File: src/rtl/nn_pkg.sv
// Shared types and helpers for the fully-connected MAC layer.
// Holds the layer FSM states, activation encoding and the signed saturation helper.
package nn_pkg;

   typedef enum logic [1:0] {
      StIdle,
      StAccum,
      StFinish,
      StOut
   } state_e;

   typedef enum logic {
      ActLinear,
      ActRelu
   } act_mode_e;

   // Clamp a wide signed value into the range of an out_w-bit signed number.
   function automatic logic signed [63:0] sat_signed(input logic signed [63:0] val,
                                                     input int unsigned        out_w);
      logic signed [63:0] max_v;
      logic signed [63:0] min_v;
      max_v = (64'sd1 <<< (out_w - 1)) - 64'sd1;
      min_v = -(64'sd1 <<< (out_w - 1));
      if (val > max_v) begin
         return max_v;
      end
      if (val < min_v) begin
         return min_v;
      end
      return val;
   endfunction

endpackage

File: src/rtl/nn_mac_lane.sv
// One neuron lane: weight/bias storage, MAC accumulator and the bias/shift/ReLU/saturate stage.
// All strobes arrive already qualified by clk_en and the layer FSM.
module nn_mac_lane
   import nn_pkg::*;
#(
   parameter int unsigned DATA_W    = 8,
   parameter int unsigned FRAC_BITS = 4,
   parameter int unsigned N_INPUTS  = 4,
   parameter int unsigned OUT_W     = 8,
   parameter int unsigned IDX_W     = 3
) (
   input  logic                     clk_i,
   input  logic                     rst_i,
   input  logic                     w_we_i,
   input  logic [IDX_W-1:0]         w_idx_i,
   input  logic signed [DATA_W-1:0] w_data_i,
   input  logic                     acc_load_i,
   input  logic                     acc_add_i,
   input  logic [IDX_W-1:0]         mac_idx_i,
   input  logic signed [DATA_W-1:0] in_data_i,
   input  logic                     finish_i,
   input  logic                     relu_i,
   output logic [OUT_W-1:0]         out_data_o
);

   localparam int unsigned ACC_W     = 2 * DATA_W + $clog2(N_INPUTS) + 1;
   localparam int unsigned PROD_W    = 2 * DATA_W;
   localparam int unsigned NUM_SLOTS = 1 << IDX_W;

   logic signed [DATA_W-1:0] w_q [NUM_SLOTS];
   logic signed [DATA_W-1:0] w_sel;
   logic signed [DATA_W-1:0] bias;
   logic signed [PROD_W-1:0] prod;
   logic signed [ACC_W-1:0]  prod_ext;
   logic signed [ACC_W-1:0]  acc_d;
   logic signed [ACC_W-1:0]  acc_q;
   logic signed [63:0]       acc_wide;
   logic signed [63:0]       bias_wide;
   logic signed [63:0]       res_wide;
   logic signed [63:0]       res_act;
   logic [OUT_W-1:0]         out_d;
   logic [OUT_W-1:0]         out_q;

   // Slot N_INPUTS holds the bias; slots above it are never written.
   always_ff @(posedge clk_i) begin
      if (rst_i) begin
         for (int i = 0; i < int'(NUM_SLOTS); i++) begin
            w_q[i] <= '0;
         end
      end else if (w_we_i) begin
         w_q[w_idx_i] <= w_data_i;
      end
   end

   assign w_sel    = w_q[mac_idx_i];
   assign bias     = w_q[IDX_W'(N_INPUTS)];
   assign prod     = in_data_i * w_sel;
   assign prod_ext = {{(ACC_W - PROD_W){prod[PROD_W-1]}}, prod};

   always_comb begin
      acc_d = acc_q;
      if (acc_load_i) begin
         acc_d = prod_ext;
      end else if (acc_add_i) begin
         acc_d = acc_q + prod_ext;
      end
   end

   // Bias is aligned to the product's Q format before the final arithmetic shift.
   assign acc_wide  = {{(64 - ACC_W){acc_q[ACC_W-1]}}, acc_q};
   assign bias_wide = {{(64 - DATA_W){bias[DATA_W-1]}}, bias};
   assign res_wide  = (acc_wide + (bias_wide <<< FRAC_BITS)) >>> FRAC_BITS;
   assign res_act   = (relu_i && (res_wide < 64'sd0)) ? 64'sd0 : res_wide;

   always_comb begin
      out_d = out_q;
      if (finish_i) begin
         out_d = OUT_W'(sat_signed(res_act, OUT_W));
      end
   end

   always_ff @(posedge clk_i) begin
      if (rst_i) begin
         acc_q <= '0;
         out_q <= '0;
      end else begin
         acc_q <= acc_d;
         out_q <= out_d;
      end
   end

   assign out_data_o = out_q;

endmodule

File: src/rtl/nn_mac_layer.sv
// Fully-connected layer: NUM_NEURONS MAC lanes fed element-serially from one input stream.
// This level owns the FSM, element index, stream handshakes and weight-write error pulse.
module nn_mac_layer
   import nn_pkg::*;
#(
   parameter int unsigned DATA_W      = 8,
   parameter int unsigned FRAC_BITS   = 4,
   parameter int unsigned N_INPUTS    = 4,
   parameter int unsigned NUM_NEURONS = 2,
   parameter int unsigned OUT_W       = 8,
   localparam int unsigned IDX_W      = $clog2(N_INPUTS + 1),
   localparam int unsigned NEURON_W   = (NUM_NEURONS > 1) ? $clog2(NUM_NEURONS) : 1
) (
   input  logic                           clk_i,
   input  logic                           rst_i,
   input  logic                           clk_en_i,
   input  logic                           w_we_i,
   input  logic [NEURON_W-1:0]            w_neuron_i,
   input  logic [IDX_W-1:0]               w_idx_i,
   input  logic signed [DATA_W-1:0]       w_data_i,
   output logic                           w_err_o,
   input  logic                           act_mode_i,
   input  logic                           in_valid_i,
   output logic                           in_ready_o,
   input  logic signed [DATA_W-1:0]       in_data_i,
   output logic                           out_valid_o,
   input  logic                           out_ready_i,
   output logic [NUM_NEURONS*OUT_W-1:0]   out_data_o,
   output logic                           busy_o
);

   localparam logic [IDX_W-1:0] LAST_IDX = IDX_W'(N_INPUTS - 1);
   localparam logic [IDX_W-1:0] BIAS_IDX = IDX_W'(N_INPUTS);

   state_e           state_q;
   logic [IDX_W-1:0] idx_q;
   logic             out_valid_q;
   logic             w_err_q;

   logic             accept;
   logic             wr_ok;
   logic             acc_load;
   logic             acc_add;
   logic             finish;
   logic             relu;
   logic [IDX_W-1:0] mac_idx;

   assign in_ready_o = clk_en_i & ((state_q == StIdle) | (state_q == StAccum));
   assign accept     = in_valid_i & in_ready_o;

   // An element accepted in IDLE takes priority over a weight write in the same cycle.
   assign wr_ok = w_we_i & clk_en_i & (state_q == StIdle) & (w_idx_i <= BIAS_IDX) & ~accept;

   assign acc_load = accept & (state_q == StIdle);
   assign acc_add  = accept & (state_q == StAccum);
   assign finish   = clk_en_i & (state_q == StFinish);
   assign relu     = (act_mode_e'(act_mode_i) == ActRelu);
   assign mac_idx  = (state_q == StIdle) ? '0 : idx_q;

   always_ff @(posedge clk_i) begin
      if (rst_i) begin
         state_q     <= StIdle;
         idx_q       <= '0;
         out_valid_q <= 1'b0;
         w_err_q     <= 1'b0;
      end else begin
         w_err_q <= clk_en_i & w_we_i & ~wr_ok;
         if (clk_en_i) begin
            case (state_q)
               StIdle: begin
                  if (accept) begin
                     idx_q   <= IDX_W'(1);
                     state_q <= (N_INPUTS == 1) ? StFinish : StAccum;
                  end
               end
               StAccum: begin
                  if (accept) begin
                     idx_q <= idx_q + IDX_W'(1);
                     if (idx_q == LAST_IDX) begin
                        state_q <= StFinish;
                     end
                  end
               end
               StFinish: begin
                  idx_q       <= '0;
                  out_valid_q <= 1'b1;
                  state_q     <= StOut;
               end
               StOut: begin
                  if (out_ready_i) begin
                     out_valid_q <= 1'b0;
                     state_q     <= StIdle;
                  end
               end
               default: state_q <= StIdle;
            endcase
         end
      end
   end

   for (genvar n = 0; n < int'(NUM_NEURONS); n++) begin : g_lane
      logic lane_we;
      assign lane_we = wr_ok & (w_neuron_i == NEURON_W'(n));

      nn_mac_lane #(
         .DATA_W    (DATA_W),
         .FRAC_BITS (FRAC_BITS),
         .N_INPUTS  (N_INPUTS),
         .OUT_W     (OUT_W),
         .IDX_W     (IDX_W)
      ) u_lane (
         .clk_i      (clk_i),
         .rst_i      (rst_i),
         .w_we_i     (lane_we),
         .w_idx_i    (w_idx_i),
         .w_data_i   (w_data_i),
         .acc_load_i (acc_load),
         .acc_add_i  (acc_add),
         .mac_idx_i  (mac_idx),
         .in_data_i  (in_data_i),
         .finish_i   (finish),
         .relu_i     (relu),
         .out_data_o (out_data_o[n*OUT_W +: OUT_W])
      );
   end

   assign out_valid_o = out_valid_q;
   assign w_err_o     = w_err_q;
   assign busy_o      = (state_q != StIdle);

endmodule
File: config.mk
export PLATFORM = sky130hd
export DESIGN_NAME = nn_mac_layer
export DESIGN_NICKNAME = d
export VERILOG_FILES = /design/src/rtl/nn_pkg.sv /design/src/rtl/nn_mac_lane.sv /design/src/rtl/nn_mac_layer.sv
export SDC_FILE = /design/constraint.sdc
export NUM_CORES = 1
export LEC_CHECK = 0
export BUFFER_PORTS_ARGS = -buffer_cell sky130_fd_sc_hd__buf_2
export CORE_MARGIN = 1.5
export CORE_UTILIZATION = 66
export CTS_BUF_LIST = sky130_fd_sc_hd__clkbuf_4
export DETAILED_ROUTE_END_ITERATION = 10
export HOLD_SLACK_MARGIN = 0.06
export PLACE_DENSITY = 0.95
export SYNTH_ARGS = -nofsm -noshare
export SYNTH_HDL_FRONTEND = slang
export SYNTH_HIERARCHICAL = 1
export SYNTH_SLANG_ARGS = --single-unit
File: constraint.sdc
create_clock -name clk_i -period 10.7 [get_ports clk_i]
set_clock_uncertainty 0.15 [all_clocks]
set_input_delay 1.07 -clock clk_i [delete_from_list [all_inputs] [get_ports clk_i]]
set_output_delay 1.07 -clock clk_i [all_outputs]
set_load 0.1 [all_outputs]
-- Word-level counts from Yosys, hierarchy flattened
Memory sizes are Yosys's and may differ from the RTL's.
Index checks and enable logic that the tools add are counted.
- flip-flop bits (word level): 61
- memory bits (writable): 128
- bits of input ports: 27
- word-level logic and storage cells: 109
- memories: 2
- memories (name ; words ; bits a word ; read ports ; clocked after memory_dff ; wr ports ; RTL line ; text):
    g_lane[0].u_lane.w_q ; 8 ; 8 ; 2 ; 0 ; 8 ; nn_mac_lane.sv:30 ; logic signed [DATA_W-1:0] w_q [NUM_SLOTS];
    g_lane[1].u_lane.w_q ; 8 ; 8 ; 2 ; 0 ; 8 ; nn_mac_lane.sv:30 ;
- add/subtract/negate cells: 5
- $mul: 2
- $lt $le $gt $ge: 7
- eq/ne operators: 8
- mux-type cells: 49
- bitwise logic cells: 16
- reduce and logical (&&, ||, !) cells: 12
- operators by type and width (operator ; count):
    greater-than comparator 64 x 8 -> 1 bit, second input constant ; 2
    < comparator 64 x 8 -> 1 bit, second input constant ; 2
    two-way mux 64 bit ; 2
    two-way mux 8 bit ; 10
    two-way mux 19 bit ; 4
    adder 19 x 12 -> 20 bit ; 2
    adder 19 x 16 -> 19 bit ; 2
    < comparator 16 x 1 -> 1 bit, second input constant ; 2
    multiplier 8 x 8 -> 16 bit ; 2
    two-way mux 1 bit ; 21
    OR reduction 8 bit ; 2
    two-way mux 3 bit ; 5
    bitwise AND 1 bit ; 12
    one-hot mux 3 bit (3 select lines) ; 1
    two-way mux 2 bit ; 4
    one-hot mux 2 bit (4 select lines) ; 1
    != test 2 bit, second input constant ; 3
    nonzero test 2 bit ; 3
    AND reduction 5 bit ; 1
    equality test 2 bit, second input constant ; 2
    AND reduction 4 bit ; 1
    adder 3 x 1 -> 3 bit, second input constant ; 1
    equality test 3 x 2 -> 1 bit, second input constant ; 1
    <= comparator 3 bit, second input constant ; 1
    9 further kinds ; 12

-- Depth between registers and ports, before layout
Gate-level depths: netlist of the first run.
- word-level depth: 12
- gate-level depth with buffers: 33

-- Hierarchy
The synthesis of the first run kept the hierarchy.
- by module, submodules not included (module ; instances ; cells each ; area an instance (µm²)):
    nn_mac_lane at g_lane[0].u_lane ; 1 ; 837 ; 8298.0
    nn_mac_lane at g_lane[1].u_lane ; 1 ; 822 ; 8159.1
    nn_mac_layer ; 1 ; 63 ; 555.5

-- Least setup slack after synthesis of the first run
Ideal clock, no wire load.
- path type: register to register
- start: reg state_q[1]
- end: reg g_lane[1].u_lane.acc_q[18]
- setup time: 125 ps
- arrival: 7990 ps
- slack: 2435 ps
- stages on the path, launching flop included: 32
- path buffers: 3
- clock period less this slack: 8265 ps
- cell sequence: dfxtp_1 inv_1 ha_1 buf_6 nor2b_1 clkbuf_1 buf_1 mux4_2 mux2i_1 nand2b_1 fa_1 fa_1 inv_1 fa_1 inv_1 fa_1 inv_1 ha_1 a21oi_1 o21bai_1 a21oi_1 xnor2_1 ha_1 a21o_1 a21oi_1 nand2_1 a21oi_1 a211oi_1 o31ai_1 a211oi_1 o21bai_1 nand3b_1
- word-level cells in the longest chain between the ends: 7
- elaborated cells between the ends (all ways): 14
- those cells by class: add/sub (1); mul (1); eq/ne (1); mux (3); bitwise (5); reduce/logical (2); memory (1)
- ends and longest elaborated chain (element ; RTL line ; text):
    start, declared ; nn_mac_layer.sv:35 ; state_e state_q;
    start signal, assigned ; nn_mac_layer.sv:62 ; state_q <= StIdle;
    start signal, assigned ; nn_mac_layer.sv:73 ; state_q <= (N_INPUTS == 1) ? StFinish : StAccum;
    start signal, assigned ; nn_mac_layer.sv:80 ; state_q <= StFinish;
    zero test 2 bit * ; nn_mac_layer.sv:58 ; assign mac_idx = (state_q == StIdle) ? '0 : idx_q;
    two-way mux 3 bit * ; nn_mac_layer.sv:58 ;
    net mac_idx[0] ; nn_mac_layer.sv:46 ; logic [IDX_W-1:0] mac_idx;
    memory read (8 x 8 bit) * ; -- ;
    multiplier 8 x 8 -> 16 bit * ; nn_mac_lane.sv:57 ; assign prod = in_data_i * w_sel;
    adder 19 x 16 -> 19 bit ; nn_mac_lane.sv:65 ; acc_d = acc_q + prod_ext;
    two-way mux 19 bit ; nn_mac_lane.sv:64 ; end else if (acc_add_i) begin
    two-way mux 19 bit * ; nn_mac_lane.sv:62 ; if (acc_load_i) begin
    end signal, assigned ; nn_mac_lane.sv:84 ; acc_q <= '0;
    end signal, assigned ; nn_mac_lane.sv:87 ; acc_q <= acc_d;
    end, declared ; nn_mac_lane.sv:36 ; logic signed [ACC_W-1:0] acc_q;
The timed path passes the listed nets; every way through them passes the cells marked *. The select of a mux whose other input is x is not followed.
A chain may end at the register's enable or synchronous reset.

-- Worst setup path in the final report of the first run
Ends and elaborated chain as after synthesis.

==> flow_results.xml, run 1 <==
<?xml version="1.0" encoding="UTF-8"?>
<metrics>
  <group name="clock_tree">
    <metric name="post-cts-setup-buffer-count" unit="">0</metric>
    <metric name="root_buffer" unit="">clkbuf_4</metric>
    <metric name="cts_num_sinks" unit="">189</metric>
    <metric name="htree_num_levels" unit="">4</metric>
    <metric name="cts_hold_buf" unit="">0</metric>
    <metric name="clk_path_buf_depth" unit="">2</metric>
    <metric name="worst_setup_hold_path_clk_slew" unit="ns">0.19</metric>
    <metric name="clk_latency" unit="ns">0.60</metric>
    <metric name="cts-buffers-inserted" unit="">17</metric>
    <metric name="cts.repair.resized" unit="">0</metric>
    <metric name="tritoncts_clock_tree" unit="">built</metric>
  </group>
  <group name="drt">
    <metric name="route.vias.total" unit="">13570</metric>
    <metric name="ant_nets" unit="">0</metric>
    <metric name="wl_per_cell" unit="um">20.22</metric>
    <metric name="drtPass1Iterations" unit="">6</metric>
    <metric name="drc" unit="">0</metric>
    <metric name="drt-initial-drc-count" unit="">1334</metric>
    <metric name="drt_wl_total" unit="um">42600</metric>
    <metric name="vias_per_cell" unit="">6.442</metric>
  </group>
  <group name="run_status">
    <metric name="outcome" unit="">complete, no violations</metric>
  </group>
  <group name="layout">
    <metric name="postLayoutCoreUtil" unit="">0.7111</metric>
    <metric name="final_layout_size_suffix_gt1_frac" unit="">0.09577</metric>
    <metric name="final_cell_count_no_fill" unit="">2107</metric>
    <metric name="area_delta_synth_final" unit="%">5.560</metric>
    <metric name="finish.net_count" unit="">2039</metric>
    <metric name="final_design_area_no_fill" unit="sq um">17960</metric>
  </group>
  <group name="worst_hold_path">
    <metric name="hold_path_depth" unit="">2</metric>
    <metric name="min_to" unit="">g_lane[0].u_lane/out_data_o[7]</metric>
    <metric name="min-delay-path-class" unit="">flop to flop</metric>
    <metric name="min_from" unit="">g_lane[0].u_lane/out_data_o[7]</metric>
  </group>
  <group name="logic_synthesis">
    <metric name="post_synth_main_area_contributors" unit="">edfxtp_1 (23%), fa_1 (13%), ha_1 (10%)</metric>
    <metric name="yosys_register_bits" unit="">189</metric>
    <metric name="seq_area_frac_synth" unit="">0.2977</metric>
    <metric name="yosys_warnings" unit="">6</metric>
    <metric name="syn-instance-count" unit="">1722</metric>
    <metric name="syn_area" unit="sq um">17010</metric>
    <metric name="postSynth.topFlopCell" unit="">edfxtp_1</metric>
    <metric name="syn_nets" unit="">1999</metric>
    <metric name="postSynthAreaPerCell" unit="sq um">9.880</metric>
    <metric name="synthArstFlopShare" unit="">0</metric>
    <metric name="share_of_the_synthesized_area_in_the_top_cell_type" unit="">0.2259</metric>
    <metric name="synth.largest_area_cell" unit="">edfxtp_1</metric>
    <metric name="synth_edf_count" unit="">128</metric>
    <metric name="synthDistinctLibCells" unit="">84</metric>
  </group>
  <group name="floorplan">
    <metric name="starting_utilization_of_the_core_area" unit="">0.6737</metric>
    <metric name="die_area" unit="sq um">26750</metric>
    <metric name="dieHeight" unit="um">163.6</metric>
    <metric name="number_of_rows_created_at_floorplan" unit="">58</metric>
    <metric name="dieWidth" unit="um">163.6</metric>
    <metric name="core_area" unit="sq um">25250</metric>
    <metric name="pin_count" unit="">47</metric>
  </group>
  <group name="global_route">
    <metric name="global_route_usage_over_all_layers" unit="">0.3288</metric>
    <metric name="vias_in_the_first_global_route" unit="">13630</metric>
    <metric name="number_of_antenna_violations_at_the_first_check_in_global_routing" unit="">2</metric>
    <metric name="grt.overflow.total" unit="">0</metric>
    <metric name="first_pass_grt_wire_length" unit="um">68170</metric>
    <metric name="grt_start_max_net_pins" unit="">44</metric>
  </group>
  <group name="pwr">
    <metric name="power.static_leakage" unit="nW">7.682</metric>
    <metric name="power-per-cell-area" unit="nW/um^2">185.0</metric>
    <metric name="post_layout_total_power" unit="mW">3.322</metric>
    <metric name="max-vdd-ir-drop" unit="V">0.0001317</metric>
  </group>
  <group name="sta">
    <metric name="layout_setup_ws" unit="ns">1.375</metric>
    <metric name="min_period_over_period" unit="">0.8715</metric>
    <metric name="fin_worst_hold_slack" unit="ns">0.3282</metric>
    <metric name="finalHoldViolations" unit="">0</metric>
    <metric name="drv_slew" unit="">0</metric>
    <metric name="finalSetupViolations" unit="">0</metric>
    <metric name="finalWorstPathRequiredPeriod" unit="ns">9.325</metric>
    <metric name="timing_worst_slew_pin_value" unit="ns">1.362</metric>
    <metric name="tns" unit="ns">0</metric>
    <metric name="rsz_0062_raised_after_global_routing" unit="">no</metric>
    <metric name="achievable_clock_frequency" unit="GHz">0.1072</metric>
    <metric name="slew_headroom" unit="">0.08230</metric>
  </group>
  <group name="worst_setup_path">
    <metric name="endpoint_kind" unit="">flop</metric>
    <metric name="worst_r2r_startpoint" unit="">state_q[1]</metric>
    <metric name="type_of_element_launching_the_critical_path" unit="">flop</metric>
    <metric name="critPathArrivalTime" unit="ns">9.68</metric>
    <metric name="cp_slowest_stage_delay" unit="ns">0.69</metric>
    <metric name="critical_path_peak_fanout" unit="">18</metric>
    <metric name="cp.required" unit="ns">11.05</metric>
    <metric name="critical_path.reg2reg.endpoint" unit="">g_lane[1].u_lane/acc_q[18]</metric>
    <metric name="r2r_cells" unit="">29</metric>
    <metric name="cpMaxStageDelayCell" unit="">nor2b_4</metric>
    <metric name="path_class" unit="">flop to flop</metric>
    <metric name="reg2reg_setup_slack" unit="ns">1.38</metric>
  </group>
  <group name="place">
    <metric name="dpl.hpwl" unit="um">31690</metric>
    <metric name="gp_routability_congestion" unit="">0.9190</metric>
    <metric name="placed_cells_incl_taps" unit="">2073</metric>
    <metric name="pre_cts_ws" unit="ns">1.552</metric>
    <metric name="placement.io_buffers" unit="">46</metric>
    <metric name="postPlaceCellArea" unit="sq um">17600</metric>
  </group>
  <group name="run">
    <metric name="drv.max_cap_violation_count" unit="">0</metric>
  </group>
</metrics>
## Yosys cell counts, types with 54 or more instances
library cell,number
ha_1,136
inv_1,206
a21oi_1,95
edfxtp_1,128
dfxtp_1,61
xnor2_1,60
o21ai_0,54
nand2_1,78
nor2_1,114
and2_1,149
fa_1,114
nor2b_1,74
## layout by cell type, fill, tap and decap left out, types with 8 or more instances in the layout
cell type,n
a211oi_1,33
a21o_1,17
a21oi_1,95
a31oi_1,9
and2_1,149
and3_1,10
buf_2,46
buf_4,11
clkbuf_4,17
dfxtp_1,61
edfxtp_1,128
fa_1,114
ha_1,136
inv_1,206
mux2i_1,29
mux4_2,32
nand2_1,78
nand2b_1,28
nand3_1,27
nor2_1,114
nor2b_1,72
nor3_1,34
o211a_1,8
o21a_1,8
o21ai_0,54
o21bai_1,13
o32ai_1,9
or2_2,14
or3_1,20
xnor2_1,60
xor2_1,14
## flip-flops by register name, indices dropped and copies added (netlist names)
register / cells
out_valid_o: 1
g_lane.u_lane/w_q: 128
g_lane.u_lane/acc_q: 38
state_q: 2
g_lane.u_lane/out_data_o: 16
idx_q: 3
w_err_o: 1
## worst max-delay path: cells and delay by family (launching register included)
kind,cells,cell delay [ns]
simple gates,4,1.20
fa+ha+maj,7,3.07
xor+xnor,1,0.18
mux,2,1.25
flops,1,0.48
compound gates,10,2.15
buf+inv,5,0.73
## cell type report
| cell class | count | area [sq um] |
|---|---|---|
| Antenna cell | 2 | 5.005 |
| Sequential cell | 189 | 5065 |
| Clock inverter | 15 | 222.7 |
| Timing Repair Buffer | 57 | 312.8 |
| Inverter | 209 | 784.5 |
| Tap cell | 330 | 412.9 |
| Clock buffer | 17 | 127.6 |
| Fill cell | 1673 | 7296 |
| Multi-Input combinational cell | 1288 | 11030 |
## power by group
| group | internal (mW) | switching (mW) | leakage, nW |
|---|---|---|---|
| clock | 0.175 | 0.279 | 0.184 |
| sequential | 0.824 | 0.0492 | 1.82 |
| combinational | 0.812 | 1.18 | 5.68 |
## worst max-delay path by stage
stage          startpoint                         end  slack, ns  cells past startpoint
5_1_grt        state_q[1]  g_lane[1].u_lane/acc_q[18]       0.70                     29
2_1_floorplan  state_q[1]  g_lane[1].u_lane/acc_q[18]       2.44                     31
4_1_cts        state_q[1]  g_lane[1].u_lane/acc_q[18]       1.50                     29
6_report       state_q[1]  g_lane[1].u_lane/acc_q[18]       1.38                     29
3_3_place_gp   state_q[1]  g_lane[0].u_lane/acc_q[18]       1.86                     27
3_5_place_dp   state_q[1]  g_lane[1].u_lane/acc_q[18]       1.55                     29
## cells by family (layout without fill, tap and decap cells)
logic type,count (synthesis),after routing,synth area share
and+or+nand+nor,591,591,0.1904
AOI/OAI and AO/OA,308,308,0.1229
adders and majority gates,250,250,0.2342
buffers and inverters,245,298,0.05464
DFF,189,189,0.2977
xor gates and xnor gates,74,74,0.03810
muxes,65,65,0.06207
other,0,2,0
## layer usage
layer	vias to the layer above	global-route usage	wire length [um]
met1	6582	0.4319	16830
met2	784	0.5562	20750
met3	136	0.03758	3494
met5	-	0	0
li1	6072	-	-
met4	0	0.1339	1533
(Power assumes the default switching activity.)
==> run 2: changes to the inputs <==
--- a/config.mk
+++ b/config.mk
@@ -6,11 +6,12 @@
 export NUM_CORES = 1
 export LEC_CHECK = 0
 export BUFFER_PORTS_ARGS = -buffer_cell sky130_fd_sc_hd__buf_2
-export CORE_MARGIN = 1.5
+export CORE_ASPECT_RATIO = 2
 export CORE_UTILIZATION = 66
 export CTS_BUF_LIST = sky130_fd_sc_hd__clkbuf_4
 export DETAILED_ROUTE_END_ITERATION = 10
 export HOLD_SLACK_MARGIN = 0.06
+export MAX_ROUTING_LAYER = met4
 export PLACE_DENSITY = 0.95
 export SYNTH_ARGS = -nofsm -noshare
 export SYNTH_HDL_FRONTEND = slang
==> run 2 against run 1 <==
Against the previous run: combinational power about the same; sequential cell count unchanged; register-to-register slack about the same; critical endpoint is now g_lane[0].u_lane/acc_q[18]; largest cell class unchanged; highest routed layer unchanged.
==> flow_results.xml, run 2 (synthesis gave the netlist of run 1 again) <==
<?xml version="1.0" encoding="UTF-8"?>
<metrics>
  <group name="layout">
    <metric name="layout.cells.most_common" unit="">inv_1</metric>
    <metric name="area_occupied_by_multi_input_gates" unit="sq um">11030</metric>
    <metric name="layout_common_cells" unit="">inv_1 (206), and2_1 (149), ha_1 (136)</metric>
    <metric name="area_delta_synth_final" unit="%">5.494</metric>
    <metric name="finish.net_count" unit="">2038</metric>
    <metric name="largest_register_ff_count" unit="">128</metric>
    <metric name="register_bank_with_the_most_flops" unit="">g_lane.u_lane/w_q</metric>
    <metric name="nFillCells" unit="">1744</metric>
    <metric name="final_cell_count_no_fill" unit="">2111</metric>
    <metric name="seqCellArea" unit="sq um">5065</metric>
    <metric name="final_layout_size_suffix_gt1_frac" unit="">0.09470</metric>
  </group>
  <group name="worst_setup_path">
    <metric name="type_of_element_launching_the_critical_path" unit="">flop</metric>
    <metric name="cpMaxStageDelayCell" unit="">mux2i_1</metric>
    <metric name="critical_path_peak_fanout" unit="">21</metric>
    <metric name="cp.required" unit="ns">11.03</metric>
    <metric name="path_class" unit="">flop to flop</metric>
    <metric name="endpoint_kind" unit="">flop</metric>
    <metric name="cp_slowest_stage_delay" unit="ns">0.79</metric>
    <metric name="critPathArrivalTime" unit="ns">9.66</metric>
  </group>
  <group name="clock_tree">
    <metric name="post-cts-setup-buffer-count" unit="">0</metric>
    <metric name="worst_setup_hold_path_clk_slew" unit="ns">0.17</metric>
    <metric name="clk_latency" unit="ns">0.60</metric>
    <metric name="htree_num_levels" unit="">4</metric>
    <metric name="cts_hold_buf" unit="">0</metric>
    <metric name="cts.repair.resized" unit="">0</metric>
    <metric name="tritoncts_clock_tree" unit="">built</metric>
    <metric name="cts_num_sinks" unit="">189</metric>
    <metric name="root_buffer" unit="">clkbuf_4</metric>
    <metric name="clk_path_buf_depth" unit="">2</metric>
    <metric name="cts-buffers-inserted" unit="">17</metric>
  </group>
  <group name="pwr">
    <metric name="post_layout_total_power" unit="mW">3.302</metric>
    <metric name="power-per-cell-area" unit="nW/um^2">184.0</metric>
    <metric name="power.static_leakage" unit="nW">7.670</metric>
    <metric name="max-vdd-ir-drop" unit="V">0.0001249</metric>
  </group>
  <group name="floorplan">
    <metric name="die_area" unit="sq um">26460</metric>
    <metric name="dieWidth" unit="um">115.5</metric>
    <metric name="pin_count" unit="">47</metric>
    <metric name="number_of_rows_created_at_floorplan" unit="">82</metric>
    <metric name="core_area" unit="sq um">25140</metric>
    <metric name="dieHeight" unit="um">229.1</metric>
    <metric name="starting_utilization_of_the_core_area" unit="">0.6768</metric>
  </group>
  <group name="run_status">
    <metric name="outcome" unit="">complete, no violations</metric>
  </group>
  <group name="drt">
    <metric name="met1Wirelength" unit="um">14970</metric>
    <metric name="drtPass1Iterations" unit="">6</metric>
    <metric name="met2RoutedLength" unit="um">22370</metric>
    <metric name="drt_wl_total" unit="um">42220</metric>
    <metric name="drc" unit="">0</metric>
    <metric name="wl_per_cell" unit="um">20.00</metric>
    <metric name="route.met3.wl" unit="um">2138</metric>
    <metric name="vias_per_cell" unit="">6.306</metric>
    <metric name="route.vias.total" unit="">13310</metric>
    <metric name="top_layer_used" unit="">met4</metric>
    <metric name="ant_nets" unit="">0</metric>
    <metric name="drt-initial-drc-count" unit="">899</metric>
  </group>
  <group name="global_route">
    <metric name="grt.overflow.total" unit="">0</metric>
    <metric name="grt_start_max_net_pins" unit="">57</metric>
    <metric name="global_route_usage_over_all_layers" unit="">0.3509</metric>
    <metric name="first_pass_grt_wire_length" unit="um">69140</metric>
    <metric name="number_of_antenna_violations_at_the_first_check_in_global_routing" unit="">1</metric>
    <metric name="vias_in_the_first_global_route" unit="">14110</metric>
  </group>
  <group name="sta">
    <metric name="min_period_over_period" unit="">0.8722</metric>
    <metric name="achievable_clock_frequency" unit="GHz">0.1071</metric>
    <metric name="timing_worst_slew_pin_value" unit="ns">1.268</metric>
    <metric name="tns" unit="ns">0</metric>
    <metric name="drv_slew" unit="">0</metric>
    <metric name="finalHoldViolations" unit="">0</metric>
    <metric name="rsz_0062_raised_after_global_routing" unit="">no</metric>
    <metric name="layout_setup_ws" unit="ns">1.367</metric>
    <metric name="finalWorstPathRequiredPeriod" unit="ns">9.333</metric>
    <metric name="slew_headroom" unit="">0.1455</metric>
    <metric name="finalSetupViolations" unit="">0</metric>
  </group>
  <group name="worst_hold_path">
    <metric name="min-delay-path-class" unit="">flop to flop</metric>
  </group>
  <group name="place">
    <metric name="placed_cells_incl_taps" unit="">2078</metric>
    <metric name="dpl.hpwl" unit="um">32400</metric>
    <metric name="gp_routability_congestion" unit="">0.9381</metric>
    <metric name="placement.io_buffers" unit="">46</metric>
    <metric name="pre_cts_ws" unit="ns">1.426</metric>
  </group>
  <group name="run">
    <metric name="drv.max_cap_violation_count" unit="">0</metric>
  </group>
</metrics>
-- run 2: changes by cell type in the layout (fill, tap and decap cells not counted), sizes merged --
cell / change
clkbuf: +1
clkinvlp: +2
bufinv: +1
inv: -1
clkinv: -3
diode: -1
buf: -1
-- run 2: final timing paths --
kind	start	endpoint	slack, ns	cells past startpoint
worst max-delay path	state_q[1]	g_lane[0].u_lane/acc_q[18]	1.37	27
worst min-delay path	g_lane[0].u_lane/out_data_o[7]	g_lane[0].u_lane/out_data_o[7]	0.32	2
worst max register to register	state_q[1]	g_lane[0].u_lane/acc_q[18]	1.37	27
worst min register to register	g_lane[0].u_lane/out_data_o[7]	g_lane[0].u_lane/out_data_o[7]	0.32	2
-- run 2: per-layer routing --
metal / up-vias / track usage
li1: 6071 / -
met1: 6491 / 0.3715
met2: 550 / 0.6024
met3: 200 / 0.04419
met4: 0 / 0.2293
met5: - / -
-- run 2: worst max-delay path: cells and delay by family, from the launching register on --
family                   cells  cell delay [ns]
XOR/XNOR                     1             0.61
multiplexers                 2             1.31
AND/OR/NAND/NOR              7             2.04
buffers and inverters        5             0.64
flip-flops                   1             0.51
AO/OA/AOI/OAI                5             0.88
adder cells (fa/ha/maj)      7             3.03
-- run 2: final cells by class --
cell class,count,area share
diodes,1,0.0001394
well taps,336,0.02342
clock buffers,18,0.007529
inverters,209,0.04371
clock inverters,14,0.01150
flip-flops and latches,189,0.2822
repair buffers,56,0.01701
multi-input cells,1288,0.6145
-- run 2: report_power, final --
part	switching, mW	internal [mW]
sequential	0.0435	0.824
combinational	1.17	0.812
clock	0.263	0.193
-- run 2: per-stage QoR --
step	cell area, sq um	utilization	hold WS (ns)
global route	17950	0.7140	0.3654
detailed placement	17600	0.7003	0.2995
CTS	17940	0.7139	0.3226
finish	17950	0.7140	0.3203
global placement	17600	0.7003	0.2874
floorplan	17010	-	0.2893
==> run 3: changes to the inputs <==
--- a/config.mk
+++ b/config.mk
@@ -13,6 +13,7 @@
 export HOLD_SLACK_MARGIN = 0.06
 export MAX_ROUTING_LAYER = met4
 export PLACE_DENSITY = 0.95
+export SLEW_MARGIN = 20
 export SYNTH_ARGS = -nofsm -noshare
 export SYNTH_HDL_FRONTEND = slang
 export SYNTH_HIERARCHICAL = 1
==> constraint.sdc (replaced) <==
create_clock -name clk_i -period 9.48 [get_ports clk_i]
set_clock_uncertainty 0.15 [all_clocks]
set_input_delay 0.948 -clock clk_i [delete_from_list [all_inputs] [get_ports clk_i]]
set_output_delay 0.948 -clock clk_i [all_outputs]
set_load 0.1 [all_outputs]
==> run 3 against run 2 <==
Against the previous run: cell area fell by 0.14%; sequential power up 13%; via count decreased by 0.71%; non-clock buffer count grew 6; final cell count up 0.24%; largest power group unchanged.
==> flow_results.xml, run 3 (synthesis gave the netlist of run 1 again) <==
<?xml version="1.0" encoding="UTF-8"?>
<metrics>
  <group name="run_status">
    <metric name="outcome" unit="">complete, no violations</metric>
  </group>
  <group name="clock_tree">
    <metric name="clk_latency" unit="ns">0.62</metric>
    <metric name="cts.repair.resized" unit="">0</metric>
    <metric name="root_buffer" unit="">clkbuf_4</metric>
    <metric name="cts-buffers-inserted" unit="">17</metric>
    <metric name="htree_num_levels" unit="">4</metric>
    <metric name="worst_setup_hold_path_clk_slew" unit="ns">0.17</metric>
    <metric name="clk_path_buf_depth" unit="">2</metric>
    <metric name="post-cts-setup-buffer-count" unit="">0</metric>
    <metric name="cts_hold_buf" unit="">0</metric>
    <metric name="cts_num_sinks" unit="">189</metric>
    <metric name="tritoncts_clock_tree" unit="">built</metric>
  </group>
  <group name="drt">
    <metric name="drt_wl_total" unit="um">41610</metric>
    <metric name="route.vias.total" unit="">13220</metric>
    <metric name="drtPass1Iterations" unit="">5</metric>
    <metric name="drc" unit="">0</metric>
    <metric name="vias_per_cell" unit="">6.246</metric>
    <metric name="drt-initial-drc-count" unit="">898</metric>
    <metric name="wl_per_cell" unit="um">19.66</metric>
    <metric name="ant_nets" unit="">0</metric>
  </group>
  <group name="layout">
    <metric name="final_cell_count_no_fill" unit="">2116</metric>
    <metric name="postLayoutCoreUtil" unit="">0.7130</metric>
    <metric name="register_bank_with_the_most_flops" unit="">g_lane.u_lane/w_q</metric>
    <metric name="area_delta_synth_final" unit="%">5.347</metric>
    <metric name="final_layout_size_suffix_gt1_frac" unit="">0.09725</metric>
    <metric name="layout.cells.most_common" unit="">inv_1</metric>
    <metric name="final_design_area_no_fill" unit="sq um">17920</metric>
    <metric name="finish.net_count" unit="">2044</metric>
    <metric name="layout_common_cells" unit="">inv_1 (206), and2_1 (149), ha_1 (136)</metric>
    <metric name="largest_register_ff_count" unit="">128</metric>
  </group>
  <group name="place">
    <metric name="gp_routability_congestion" unit="">0.9017</metric>
    <metric name="dpl.hpwl" unit="um">32250</metric>
    <metric name="placed_cells_incl_taps" unit="">2084</metric>
    <metric name="postPlaceCellArea" unit="sq um">17660</metric>
    <metric name="placement.io_buffers" unit="">46</metric>
  </group>
  <group name="pwr">
    <metric name="switching_share" unit="">0.4594</metric>
    <metric name="cell_internal_pwr" unit="mW">1.960</metric>
    <metric name="power-per-cell-area" unit="nW/um^2">202.3</metric>
    <metric name="clock_power_share" unit="">0.116</metric>
    <metric name="net-switching-power" unit="mW">1.666</metric>
    <metric name="max-vdd-ir-drop" unit="V">0.0001511</metric>
    <metric name="power.share.sequential" unit="">0.269</metric>
    <metric name="combinationalPowerShare" unit="">0.614</metric>
    <metric name="power.static_leakage" unit="nW">7.655</metric>
  </group>
  <group name="floorplan">
    <metric name="starting_utilization_of_the_core_area" unit="">0.6768</metric>
    <metric name="dieHeight" unit="um">229.1</metric>
    <metric name="die_area" unit="sq um">26460</metric>
    <metric name="pin_count" unit="">47</metric>
    <metric name="core_area" unit="sq um">25140</metric>
    <metric name="number_of_rows_created_at_floorplan" unit="">82</metric>
    <metric name="dieWidth" unit="um">115.5</metric>
  </group>
  <group name="sta">
    <metric name="drv_slew" unit="">0</metric>
    <metric name="timing_worst_slew_pin_value" unit="ns">1.098</metric>
    <metric name="tns" unit="ns">0</metric>
    <metric name="finalHoldViolations" unit="">0</metric>
    <metric name="finalWorstPathRequiredPeriod" unit="ns">8.839</metric>
    <metric name="min_period_over_period" unit="">0.9324</metric>
    <metric name="finalSetupViolations" unit="">0</metric>
    <metric name="slew_headroom" unit="">0.2602</metric>
    <metric name="fin_worst_hold_slack" unit="ns">0.3302</metric>
    <metric name="achievable_clock_frequency" unit="GHz">0.1131</metric>
    <metric name="rsz_0062_raised_after_global_routing" unit="">no</metric>
  </group>
  <group name="global_route">
    <metric name="grt_start_max_net_pins" unit="">49</metric>
    <metric name="vias_in_the_first_global_route" unit="">14380</metric>
    <metric name="number_of_antenna_violations_at_the_first_check_in_global_routing" unit="">1</metric>
    <metric name="grt.overflow.total" unit="">0</metric>
    <metric name="global_route_usage_over_all_layers" unit="">0.3486</metric>
    <metric name="first_pass_grt_wire_length" unit="um">69300</metric>
  </group>
  <group name="worst_hold_path">
    <metric name="hold_path_depth" unit="">2</metric>
    <metric name="min_from" unit="">idx_q[2]</metric>
    <metric name="min-delay-path-class" unit="">flop to flop</metric>
  </group>
  <group name="worst_setup_path">
    <metric name="cp.required" unit="ns">9.83</metric>
    <metric name="path_class" unit="">flop to flop</metric>
    <metric name="critPathArrivalTime" unit="ns">9.19</metric>
    <metric name="endpoint_kind" unit="">flop</metric>
    <metric name="worst_r2r_startpoint" unit="">state_q[1]</metric>
    <metric name="critical_path_peak_fanout" unit="">23</metric>
    <metric name="cp_slowest_stage_delay" unit="ns">0.75</metric>
    <metric name="type_of_element_launching_the_critical_path" unit="">flop</metric>
    <metric name="r2r_cells" unit="">27</metric>
    <metric name="crit_path_start" unit="">state_q[1]</metric>
    <metric name="cpMaxStageDelayCell" unit="">mux2i_1</metric>
  </group>
  <group name="run">
    <metric name="drv.max_cap_violation_count" unit="">0</metric>
  </group>
</metrics>
[run 3: changes by cell type in the layout (fill, tap and decap cells not counted), sizes merged]
| cell | previous run | this run |
|---|---|---|
| clkinv | 6 | 9 |
| clkinvlp | 2 | 3 |
| buf | 56 | 62 |
| clkbuf | 18 | 17 |
| bufinv | 4 | 0 |
[run 3: final timing paths]
kind                                     end  slack (ns)
setup / recovery  g_lane[0].u_lane/acc_q[18]        0.64
hold / removal                      idx_q[2]        0.33
setup reg to reg  g_lane[0].u_lane/acc_q[18]        0.64
hold reg to reg                     idx_q[2]        0.33
[run 3: per-layer routing]
layer | global-route usage | share of wire
met5 | - | 0
met4 | 0.2143 | 0.061
met3 | 0.03943 | 0.052
met2 | 0.6147 | 0.54
met1 | 0.3625 | 0.35
[run 3: layout make-up]
class	instances	area [sq um]
multi-input combinational	1288	11030
sequential	189	5065
fill	1764	7214
timing repair buffer	62	362.8
antenna	1	2.502
clock inverter	14	131.4
inverter	209	784.5
clock buffer	17	127.6
tap	336	420.4
[run 3: worst max-delay path: cells and delay by family (launching register included)]
kind | cells | cell delay (ns)
XOR/XNOR | 1 | 0.60
multiplexers | 2 | 1.26
flip-flops | 1 | 0.50
AND/OR/NAND/NOR | 7 | 1.73
buffers and inverters | 5 | 0.58
adder cells (fa/ha/maj) | 7 | 3.04
AO/OA/AOI/OAI | 5 | 0.87
[run 3: through the flow]
step | setup WS [ns] | power [mW]
floorplan | 1.215 | 2.735
global placement | 1.023 | 3.081
detailed placement | 0.7413 | 3.183
CTS | 0.7383 | 3.611
global route | 0.01384 | 3.948
finish | 0.6413 | 3.625
[run 3: power groups by stage]
| stage | registers [mW] | logic (mW) | clock network (mW) |
|---|---|---|---|
| detailed placement | 0.993 | 2.19 | 0 |
| finish | 0.976 | 2.23 | 0.422 |
| floorplan | 0.991 | 1.74 | 0 |
| global route | 0.981 | 2.51 | 0.459 |
| global placement | 0.990 | 2.09 | 0 |
| CTS | 0.975 | 2.21 | 0.428 |
